File: src/rtl/sub_pkg.sv
// Shared types and sizing helpers for the digit-serial subtractor.
package sub_pkg;

    typedef enum logic [1:0] {
        IDLE = 2'd0,
        RUN  = 2'd1,
        DONE = 2'd2
    } state_t;

    localparam int WIDTH_DEF   = 32;
    localparam int DIGIT_W_DEF = 8;

    // Number of slices needed to cover the full operand width.
    function automatic int num_digits(input int width, input int digit_w);
        return width / digit_w;
    endfunction

    // Slice counter width; never narrower than one bit so N=1 still elaborates.
    function automatic int cnt_width(input int n);
        return (n > 1) ? $clog2(n) : 1;
    endfunction

endpackage

File: src/rtl/pfs_digit.sv
// One DIGIT_W-bit subtract slice: d = a - b - bin, borrow rippled bit by bit.
module pfs_digit #(
    parameter int DIGIT_W = 8
) (
    input  logic [DIGIT_W-1:0] a,
    input  logic [DIGIT_W-1:0] b,
    input  logic               bin,
    output logic [DIGIT_W-1:0] d,
    output logic               bout
);

    logic [DIGIT_W-1:0] g;
    logic [DIGIT_W-1:0] p;

    // Generate borrows where a=0,b=1; propagate an incoming borrow where a==b.
    assign g = ~a & b;
    assign p = a ^ b;

    // Ripple the borrow across the slice.
    always_comb begin
        logic c;
        c = bin;
        d = '0;
        for (int i = 0; i < DIGIT_W; i++) begin
            d[i] = p[i] ^ c;
            c    = g[i] | (~p[i] & c);
        end
        bout = c;
    end

endmodule

File: src/rtl/sub_serial32.sv
// Digit-serial two's-complement subtractor, Diff = A - B, LSB slice first.
//
//   state | meaning
//   ------+------------------------------------------------------------
//   IDLE  | in_ready=1, waiting for operands; Diff and flags hold
//   RUN   | one slice per clock, borrow carried in bin_q between slices
//   DONE  | out_valid=1, result and flags held until out_ready
module sub_serial32
    import sub_pkg::*;
#(
    parameter int WIDTH   = WIDTH_DEF,
    parameter int DIGIT_W = DIGIT_W_DEF
) (
    input  logic             clk,
    input  logic             rst,
    input  logic             in_valid,
    output logic             in_ready,
    input  logic [WIDTH-1:0] A,
    input  logic [WIDTH-1:0] B,
    output logic             out_valid,
    input  logic             out_ready,
    output logic [WIDTH-1:0] Diff,
    output logic             borrow,
    output logic             zero,
    output logic             ovf,
    output logic             lt_s
);

    localparam int N  = num_digits(WIDTH, DIGIT_W);
    localparam int CW = cnt_width(N);
    localparam logic [CW-1:0] LAST = CW'(N - 1);

    if ((DIGIT_W < 1) || (WIDTH % DIGIT_W != 0)) begin : g_width_check
        $error("sub_serial32: DIGIT_W must divide WIDTH exactly");
    end

    state_t             state;
    logic [WIDTH-1:0]   a_q;
    logic [WIDTH-1:0]   b_q;
    logic [CW-1:0]      cnt;
    logic               bin_q;

    logic [DIGIT_W-1:0] a_sl;
    logic [DIGIT_W-1:0] b_sl;
    logic [DIGIT_W-1:0] d_sl;
    logic               bout;
    logic [WIDTH-1:0]   diff_nxt;
    logic               ovf_nxt;

    // Select the current operand slices from the captured operands.
    always_comb begin
        a_sl = '0;
        b_sl = '0;
        for (int i = 0; i < N; i++) begin
            if (cnt == CW'(i)) begin
                a_sl = a_q[i*DIGIT_W +: DIGIT_W];
                b_sl = b_q[i*DIGIT_W +: DIGIT_W];
            end
        end
    end

    pfs_digit #(
        .DIGIT_W (DIGIT_W)
    ) u_digit (
        .a    (a_sl),
        .b    (b_sl),
        .bin  (bin_q),
        .d    (d_sl),
        .bout (bout)
    );

    // Merge the new slice into the result so the flags on the last slice
    // see the complete difference, including its MSB.
    always_comb begin
        diff_nxt = Diff;
        for (int i = 0; i < N; i++) begin
            if (cnt == CW'(i)) begin
                diff_nxt[i*DIGIT_W +: DIGIT_W] = d_sl;
            end
        end
        ovf_nxt = (a_q[WIDTH-1] ^ b_q[WIDTH-1]) & (diff_nxt[WIDTH-1] ^ a_q[WIDTH-1]);
    end

    // Control FSM with registered handshake, result and flag outputs.
    always_ff @(posedge clk or posedge rst) begin
        if (rst) begin
            state     <= IDLE;
            in_ready  <= 1'b1;
            out_valid <= 1'b0;
            Diff      <= '0;
            borrow    <= 1'b0;
            zero      <= 1'b0;
            ovf       <= 1'b0;
            lt_s      <= 1'b0;
            cnt       <= '0;
            bin_q     <= 1'b0;
            a_q       <= '0;
            b_q       <= '0;
        end else begin
            case (state)
                IDLE: begin
                    if (in_valid) begin
                        a_q      <= A;
                        b_q      <= B;
                        bin_q    <= 1'b0;
                        cnt      <= '0;
                        in_ready <= 1'b0;
                        state    <= RUN;
                    end
                end
                RUN: begin
                    Diff  <= diff_nxt;
                    bin_q <= bout;
                    if (cnt == LAST) begin
                        // Counter is left at LAST; only a new capture resets it.
                        out_valid <= 1'b1;
                        borrow    <= bout;
                        zero      <= (diff_nxt == '0);
                        ovf       <= ovf_nxt;
                        lt_s      <= diff_nxt[WIDTH-1] ^ ovf_nxt;
                        state     <= DONE;
                    end else begin
                        cnt <= cnt + CW'(1);
                    end
                end
                DONE: begin
                    if (out_ready) begin
                        out_valid <= 1'b0;
                        in_ready  <= 1'b1;
                        state     <= IDLE;
                    end
                end
                default: begin
                    state <= IDLE;
                end
            endcase
        end
    end

endmodule

File: config.mk
export PLATFORM = sky130hd
export DESIGN_NAME = sub_serial32
export DESIGN_NICKNAME = d
export VERILOG_FILES = /design/src/rtl/sub_pkg.sv /design/src/rtl/pfs_digit.sv /design/src/rtl/sub_serial32.sv
export SDC_FILE = /design/constraint.sdc
export NUM_CORES = 1
export LEC_CHECK = 0
export CELL_PAD_IN_SITES_DETAIL_PLACEMENT = 1
export CELL_PAD_IN_SITES_GLOBAL_PLACEMENT = 2
export CORE_MARGIN = 2
export CORE_UTILIZATION = 31
export DETAILED_ROUTE_END_ITERATION = 7
export GPL_ROUTABILITY_DRIVEN = 0
export PLACE_DENSITY_LB_ADDON = 0.05
export SLEW_MARGIN = 20
export SYNTH_ARGS = -nofsm -noshare
export SYNTH_HDL_FRONTEND = slang
export SYNTH_SLANG_ARGS = --single-unit
File: constraint.sdc
create_clock -name clk -period 6.05 [get_ports clk]
set_clock_uncertainty 0.05 [all_clocks]
set_input_delay 1.5125 -clock clk [delete_from_list [all_inputs] [get_ports clk]]
set_output_delay 1.5125 -clock clk [all_outputs]
set_load 0.02 [all_outputs]
==> qor.csv, run 1 <==
metric;value;unit
dieHeight;133;um
rsz0062_at_grt;no;
tns;0;ns
startpoint;cnt[1]$_DFFE_PP0P_;
required;6.29;ns
insertion_delay;0.36;ns
crit_end;zero$_DFFE_PP0P_;
use_met3;3.41;%
drc;0;
seq_area_frac_synth;52.0;%
cap_violations;0;
worst_pin_slew;0.838;ns
final_nets;592;
drt_iter0_markers;138;
cp.buffers_inverters;2;
io_buffers;105;
synth_edf_count;0;
ys_warn_count;0;
grt_pass1_wl;22200;um
slowest_stage;fa_2;
postCtsHoldBufs;0;
cts.sinks;107;
drt_pass1_iterations;6;
crit_cells;18;
crit_type;register to register;
syn-num-nets;490;
wirelength;13800;um
htreeDepth;3;
ctsLongestPathBuffers;2;
busiest_layer;met2;
finalSetupViolCount;0;
ys_top_cells_by_count;106 x dfrtp_1, 59 x mux2_2, 33 x mux2_1;
cts_root_buf;clkbuf_16;
ys_types;47;
cts_buffers;9;
core;16400;um^2
synthCells;410;
globalRouteMet1Util;21.2;%
layout_min_cycle_time;5.65;ns
antenna_cells;0;
fp.dieW;133;um
hold_violations;0;
antenna_found_initial;0;
wire_per_inst;18.7;um
cts_tree;yes;
r2r-end;zero$_DFFE_PP0P_;
synth_flop_cell;dfrtp_1;
outcome;completed;
dieArea;17700;um^2
postSynthAreaPerCell;12.6;um^2
use_met2;27.9;%
synthArstFlopShare;100;%
r2r_cells;18;
critPathArrivalTime;5.90;ns
io_pins;106;
timing.fmax;177;MHz
viasPerCell;4.84;
hpwl;10100;um
synth_largest_area_cell;dfrtp_1;
rrSetupSlack;0.40;ns
drv_slew;0;
fillCellCount;1750;
grt_pass1_vias;3905;
grt_use_total;16.4;%
grt_overflow;0;
detail-route-antenna-nets;0;
grt_max_degree;81;
syn_area;5150;um^2
cpPeakStageDelay;0.54;ns
synth_top_area_share;51.5;%
post_route_cells_drive_above_1_share;20.1;%
min_path_type;register to register;
cts.clk_slew.worst_paths;0.07;ns
synth-seq-cells;107;
fin_crit_sh;93.4;%
std_cell_rows;47;
vias;3566;
critPathTopFamily;adder cells;
cp-end-kind;register;
crit_top_cell;fa_1;
crit_chain;inv_1 > ha_2 > nor2b_1 > a221oi_1 > nor3_1 > a21oi_2 > fa_1 > inv_1 > fa_1 > fa_1 > fa_1 > fa_1 > fa_1 > fa_1 > fa_2 > or4_1 > a21oi_1 > a32o_1;
synthTopCellsByArea;dfrtp_1 52%, mux2_2 13%, mux2_1 7.2%;
area_delta_synth_final;30.1;%
relSlewSlack;44.2;%
start_util;31.4;%
r2r_start;cnt[1]$_DFFE_PP0P_;
synth.most_common_cell;dfrtp_1;
cp-start-kind;register;
cp_max_fo;7;
==> tightest hold or removal path, stage by stage, from the launching register on <==
cell     delay, ns
dfrtp_1       0.35
nand2_1       0.05
o21ai_1       0.06
==> cell type report <==
class / count / area, um^2 / area share (%)
flip-flops and latches: 107 / 2680 / 40.0
inverters: 9 / 38.8 / 0.579
repair buffers: 116 / 1130 / 16.9
well taps: 220 / 275 / 4.11
clock inverters: 6 / 62.6 / 0.934
clock buffers: 10 / 239 / 3.57
multi-input cells: 269 / 2270 / 33.9
==> repair_timing <==
action                                  in CTS  in global routing
endpoints found under the setup margin       0                  3
gates resized for setup                      0                  4
setup buffers                                0                  1
==> per-layer routing <==
layer,wire length [um],vias to the layer above
li1,-,1675
met1,6200,1814
met2,6900,62
met5,0,-
met4,230,0
met3,425,15
==> worst min-delay path by stage <==
stage	startpoint	end	slack [ns]	cells after the start
final	borrow$_DFFE_PP0P_	borrow$_DFFE_PP0P_	0.44	2
after global routing	b_q[21]$_DFFE_PP0P_	b_q[21]$_DFFE_PP0P_	0.47	1
after CTS	borrow$_DFFE_PP0P_	borrow$_DFFE_PP0P_	0.45	2
after detailed placement	borrow$_DFFE_PP0P_	borrow$_DFFE_PP0P_	0.43	2
after global placement	a_q[12]$_DFFE_PP0P_	a_q[12]$_DFFE_PP0P_	0.43	1
after floorplan	b_q[6]$_DFFE_PP0P_	b_q[6]$_DFFE_PP0P_	0.40	1
==> metrics by stage <==
stage / hold WS, ns / utilization (%) / setup slack [ns] / instance area, um^2 / std cells
after global placement: 0.427 / 38.9 / 0.366 / 6380 / 720
after global routing: 0.475 / 40.8 / 0.0664 / 6700 / 737
final: 0.439 / 40.8 / 0.398 / 6700 / 737
after CTS: 0.450 / 40.7 / 0.185 / 6680 / 736
after floorplan: 0.400 / - / 0.319 / 5150 / 410
after detailed placement: 0.434 / 38.9 / 0.204 / 6380 / 720
==> placed cells by master (no fill, tap or decap), types with 2 or more instances in the layout <==
cell and n:
dfrtp_1 105, clkdlybuf4s50_1 105, mux2_2 59, mux2_1 33
a21oi_1 27, nand2_1 26, nor2b_1 20, nor3_1 14
o21ai_0 11, a221oi_1 11, buf_4 11, clkbuf_16 9
inv_1 7, nor2_1 7, fa_1 7, o31ai_1 5
nor4_1 5, nand3b_1 5, o21ai_1 4, nand2_4 3
o22ai_1 3, inv_6 3, clkinv_2 3, or4_1 2
nor3b_1 2, ha_1 2, ha_2 2
==> logic make-up after synthesis <==
group	after synthesis	share of synthesized area [%]
flops	107	52.0
simple gates	95	11.1
mux	93	20.3
compound gates	68	8.17
buf+inv	34	4.08
fa+ha+maj	13	4.28
==> registers in the layout, summed over array words and instances (netlist names) <==
| name | cells |
|---|---|
| state | 2 |
| Diff | 32 |
| b_q | 32 |
| a_q | 32 |
| zero | 1 |
| in_ready | 1 |
| lt_s | 1 |
| out_valid | 1 |
| cnt | 2 |
| borrow | 1 |
| ovf | 1 |
| bin_q | 1 |
Power of run 1 is not shown: default switching activity piles up to over one toggle a cycle in this logic, so the estimate is an artifact.
==> inputs of run 2 (changes only) <==
Settings changed: ABC_AREA set to 1, CORE_UTILIZATION 31 to 27.
==> run 2 against run 1 <==
Effect of this change:
- area after synthesis grew 2.7%
- synthesized cell count grew 65%
- maximum frequency grew 0.47%
- critical path depth grew 5
- sequential cell count is the same
- hold slack lost 0.0051 ns
- first-iteration DRC count grew 6.5%
- cell area grew 3.0%
- highest routed layer unchanged
==> qor.csv, run 2 <==
metric;value;unit;change
cp-start-kind;register;;
detail-route-antenna-nets;0;;unchanged
crit_chain;inv_1 > ha_4 > inv_4 > nor2_8 > inv_2 > o21ai_0 > o21ai_1 > a21oi_1 > fa_1 > inv_1 > fa_1 > fa_1 > fa_1 > fa_1 > fa_1 > fa_1 > fa_1 > inv_1 > nand2_1 > o21ai_0 > o21ai_0 > o211ai_1 > nand2_1;;
wirelength;15700;um;+14%
grt_use_total;16.2;%;-0.23 points
min_from;in_ready$_DFFE_PP1P_;;
timing.fmax;178;MHz;+0.47%
io_pins;106;;unchanged
cp-end-kind;register;;
cpPeakStageDelay;0.48;ns;-0.06 ns
relSlewSlack;45.7;%;+1.6 points
cts.sinks;107;;unchanged
critPathArrivalTime;5.81;ns;-0.09 ns
grt_pass1_vias;4898;;+25%
syn-num-nets;755;;+54%
drt_iter0_markers;147;;+6.5%
r2r_cells;23;;+5
ys_types;23;;-51%
crit_type;register to register;;
cp_max_fo;10;;+3
cts_buffers;9;;unchanged
cts_resized;0;;unchanged
r2r-end;ovf$_DFFE_PP0P_;;
fin_crit_sh;93.0;%;-0.43 points
antenna_cells;0;;unchanged
min_path_type;register to register;;
ctsLongestPathBuffers;2;;unchanged
start_util;27.3;%;-4.0 points
finalSetupViolCount;0;;unchanged
rrSetupSlack;0.42;ns;+0.03 ns
fp.dieW;144;um;+8.3%
grt_pass1_wl;25900;um;+16%
grt_overflow;0;;unchanged
min_path_cells;2;;unchanged
htreeDepth;3;;unchanged
synthCells;675;;+65%
critPathTopFamily;adder cells;;
r2r_start;cnt[1]$_DFFE_PP0P_;;
wire_per_inst;15.1;um;-19%
postCtsSetupBuffers;0;;unchanged
outcome;completed;;
worst_pin_slew;0.814;ns;-0.0234 ns
grt_max_degree;57;;-30%
drt_pass1_iterations;4;;-2
crit_top_cell;fa_1;;
cap_violations;0;;unchanged
synth_largest_area_cell;dfrtp_1;;
viasPerCell;4.34;;-10%
slowest_stage;fa_1;;
postSynthAreaPerCell;7.83;um^2;-38%
cts_root_buf;clkbuf_16;;
synth.most_common_cell;nand2_1;;
syn_area;5290;um^2;+2.7%
tns;0;ns;unchanged
hold_violations;0;;unchanged
vias;4517;;+27%
ys_warn_count;0;;unchanged
seq_area_frac_synth;50.7;%;-1.4 points
synth_top_area_share;50.2;%;-1.4 points
core;19300;um^2;+18%
ys_top_cells_by_count;326 x nand2_1, 106 x dfrtp_1, 85 x o21ai_0;;
top_regs;Diff x32, a_q x32, b_q x32;;
cts.clk_slew.worst_paths;0.08;ns;about the same
dieArea;20700;um^2;+17%
synth-seq-cells;107;;unchanged
antenna_found_initial;0;;unchanged
synthTopCellsByArea;dfrtp_1 50%, nand2_1 23%, o21ai_0 8.0%;;
synthArstFlopShare;100;%;unchanged
post_route_cells_drive_above_1_share;5.94;%;-14 points
required;6.24;ns;-0.05 ns
rsz0062_at_grt;no;;
min_to;in_ready$_DFFE_PP1P_;;
std_cell_rows;51;;+8.5%
postCtsHoldBufs;0;;unchanged
area_delta_synth_final;30.6;%;
cts_tree;yes;;
layout_min_cycle_time;5.63;ns;-0.0262 ns
dieHeight;144;um;+8.3%
drv_slew;0;;unchanged
insertion_delay;0.35;ns;about the same
final_cell_mix;325 x nand2_1, 106 x dfrtp_1, 105 x clkdlybuf4s50_1;;
synth_flop_cell;dfrtp_1;;
final_common_cell;nand2_1;;
final_nets;850;;+44%
final_core_util;35.7;%;-5.1 points
synth_edf_count;0;;unchanged
cp.buffers_inverters;5;;+3
hpwl;11900;um;+17%
io_buffers;105;;unchanged
drc;0;;unchanged
## run 2: changes by cell type in the layout (fill, tap and decap cells not counted), sizes merged, moves of 11 or more
cell,before,now
nand2,31,328
mux2,92,0
o21ai,15,90
inv,11,54
nor2b,21,0
nor2,8,26
nor3,15,0
a21oi,28,16
a221oi,11,0
## run 2: how the worst max path moves through the flow
stage                       startpoint               end  slack [ns]  depth (start not counted)
floorplan           cnt[0]$_DFFE_PP0P_  zero$_DFFE_PP0P_        0.81                         27
global placement    cnt[0]$_DFFE_PP0P_  zero$_DFFE_PP0P_        0.35                         26
detailed placement  cnt[0]$_DFFE_PP0P_   ovf$_DFFE_PP0P_        0.18                         23
CTS                 cnt[0]$_DFFE_PP0P_   ovf$_DFFE_PP0P_        0.15                         23
global route        cnt[0]$_DFFE_PP0P_  zero$_DFFE_PP0P_        0.03                         21
finish              cnt[1]$_DFFE_PP0P_   ovf$_DFFE_PP0P_        0.42                         23
## run 2: per-stage QoR
step	setup slack (ns)	cells	hold slack, ns	instance area, um^2
after floorplan	0.811	675	0.394	5290
after global placement	0.349	1024	0.402	6540
after detailed placement	0.177	1024	0.421	6540
after CTS	0.151	1040	0.444	6880
after global routing	0.0283	1040	0.452	6900
final	0.424	1040	0.434	6900
## run 2: cells by family (layout without fill, tap and decap cells)
logic type	count (synthesis)	in the layout	synth area share (%)
fa+ha+maj	12	12	3.98
buf+inv	85	185	8.05
compound gates	114	114	11.2
simple gates	357	357	26.1
flops	107	107	50.7
## run 2: metal layers
metal / global-route usage, % / wire [um]
met5: 0 / 0
met1: 22.5 / 7670
met3: 2.27 / 488
met4: 4.85 / 195
met2: 26.3 / 7300
## run 2: final cells by class
class | count | area (um^2)
flip-flops and latches | 107 | 2680
fillers | 2347 | 12400
clock buffers | 10 | 239
clock inverters | 6 | 93.8
well taps | 265 | 332
inverters | 51 | 199
multi-input cells | 483 | 2210
repair buffers | 118 | 1150
## run 2: worst min-delay path, delay by kind of cell (launching register included)
kind	cells	cell delay (ns)
flops	1	0.38
simple gates	2	0.11
Power of run 2 is left out for the same reason.
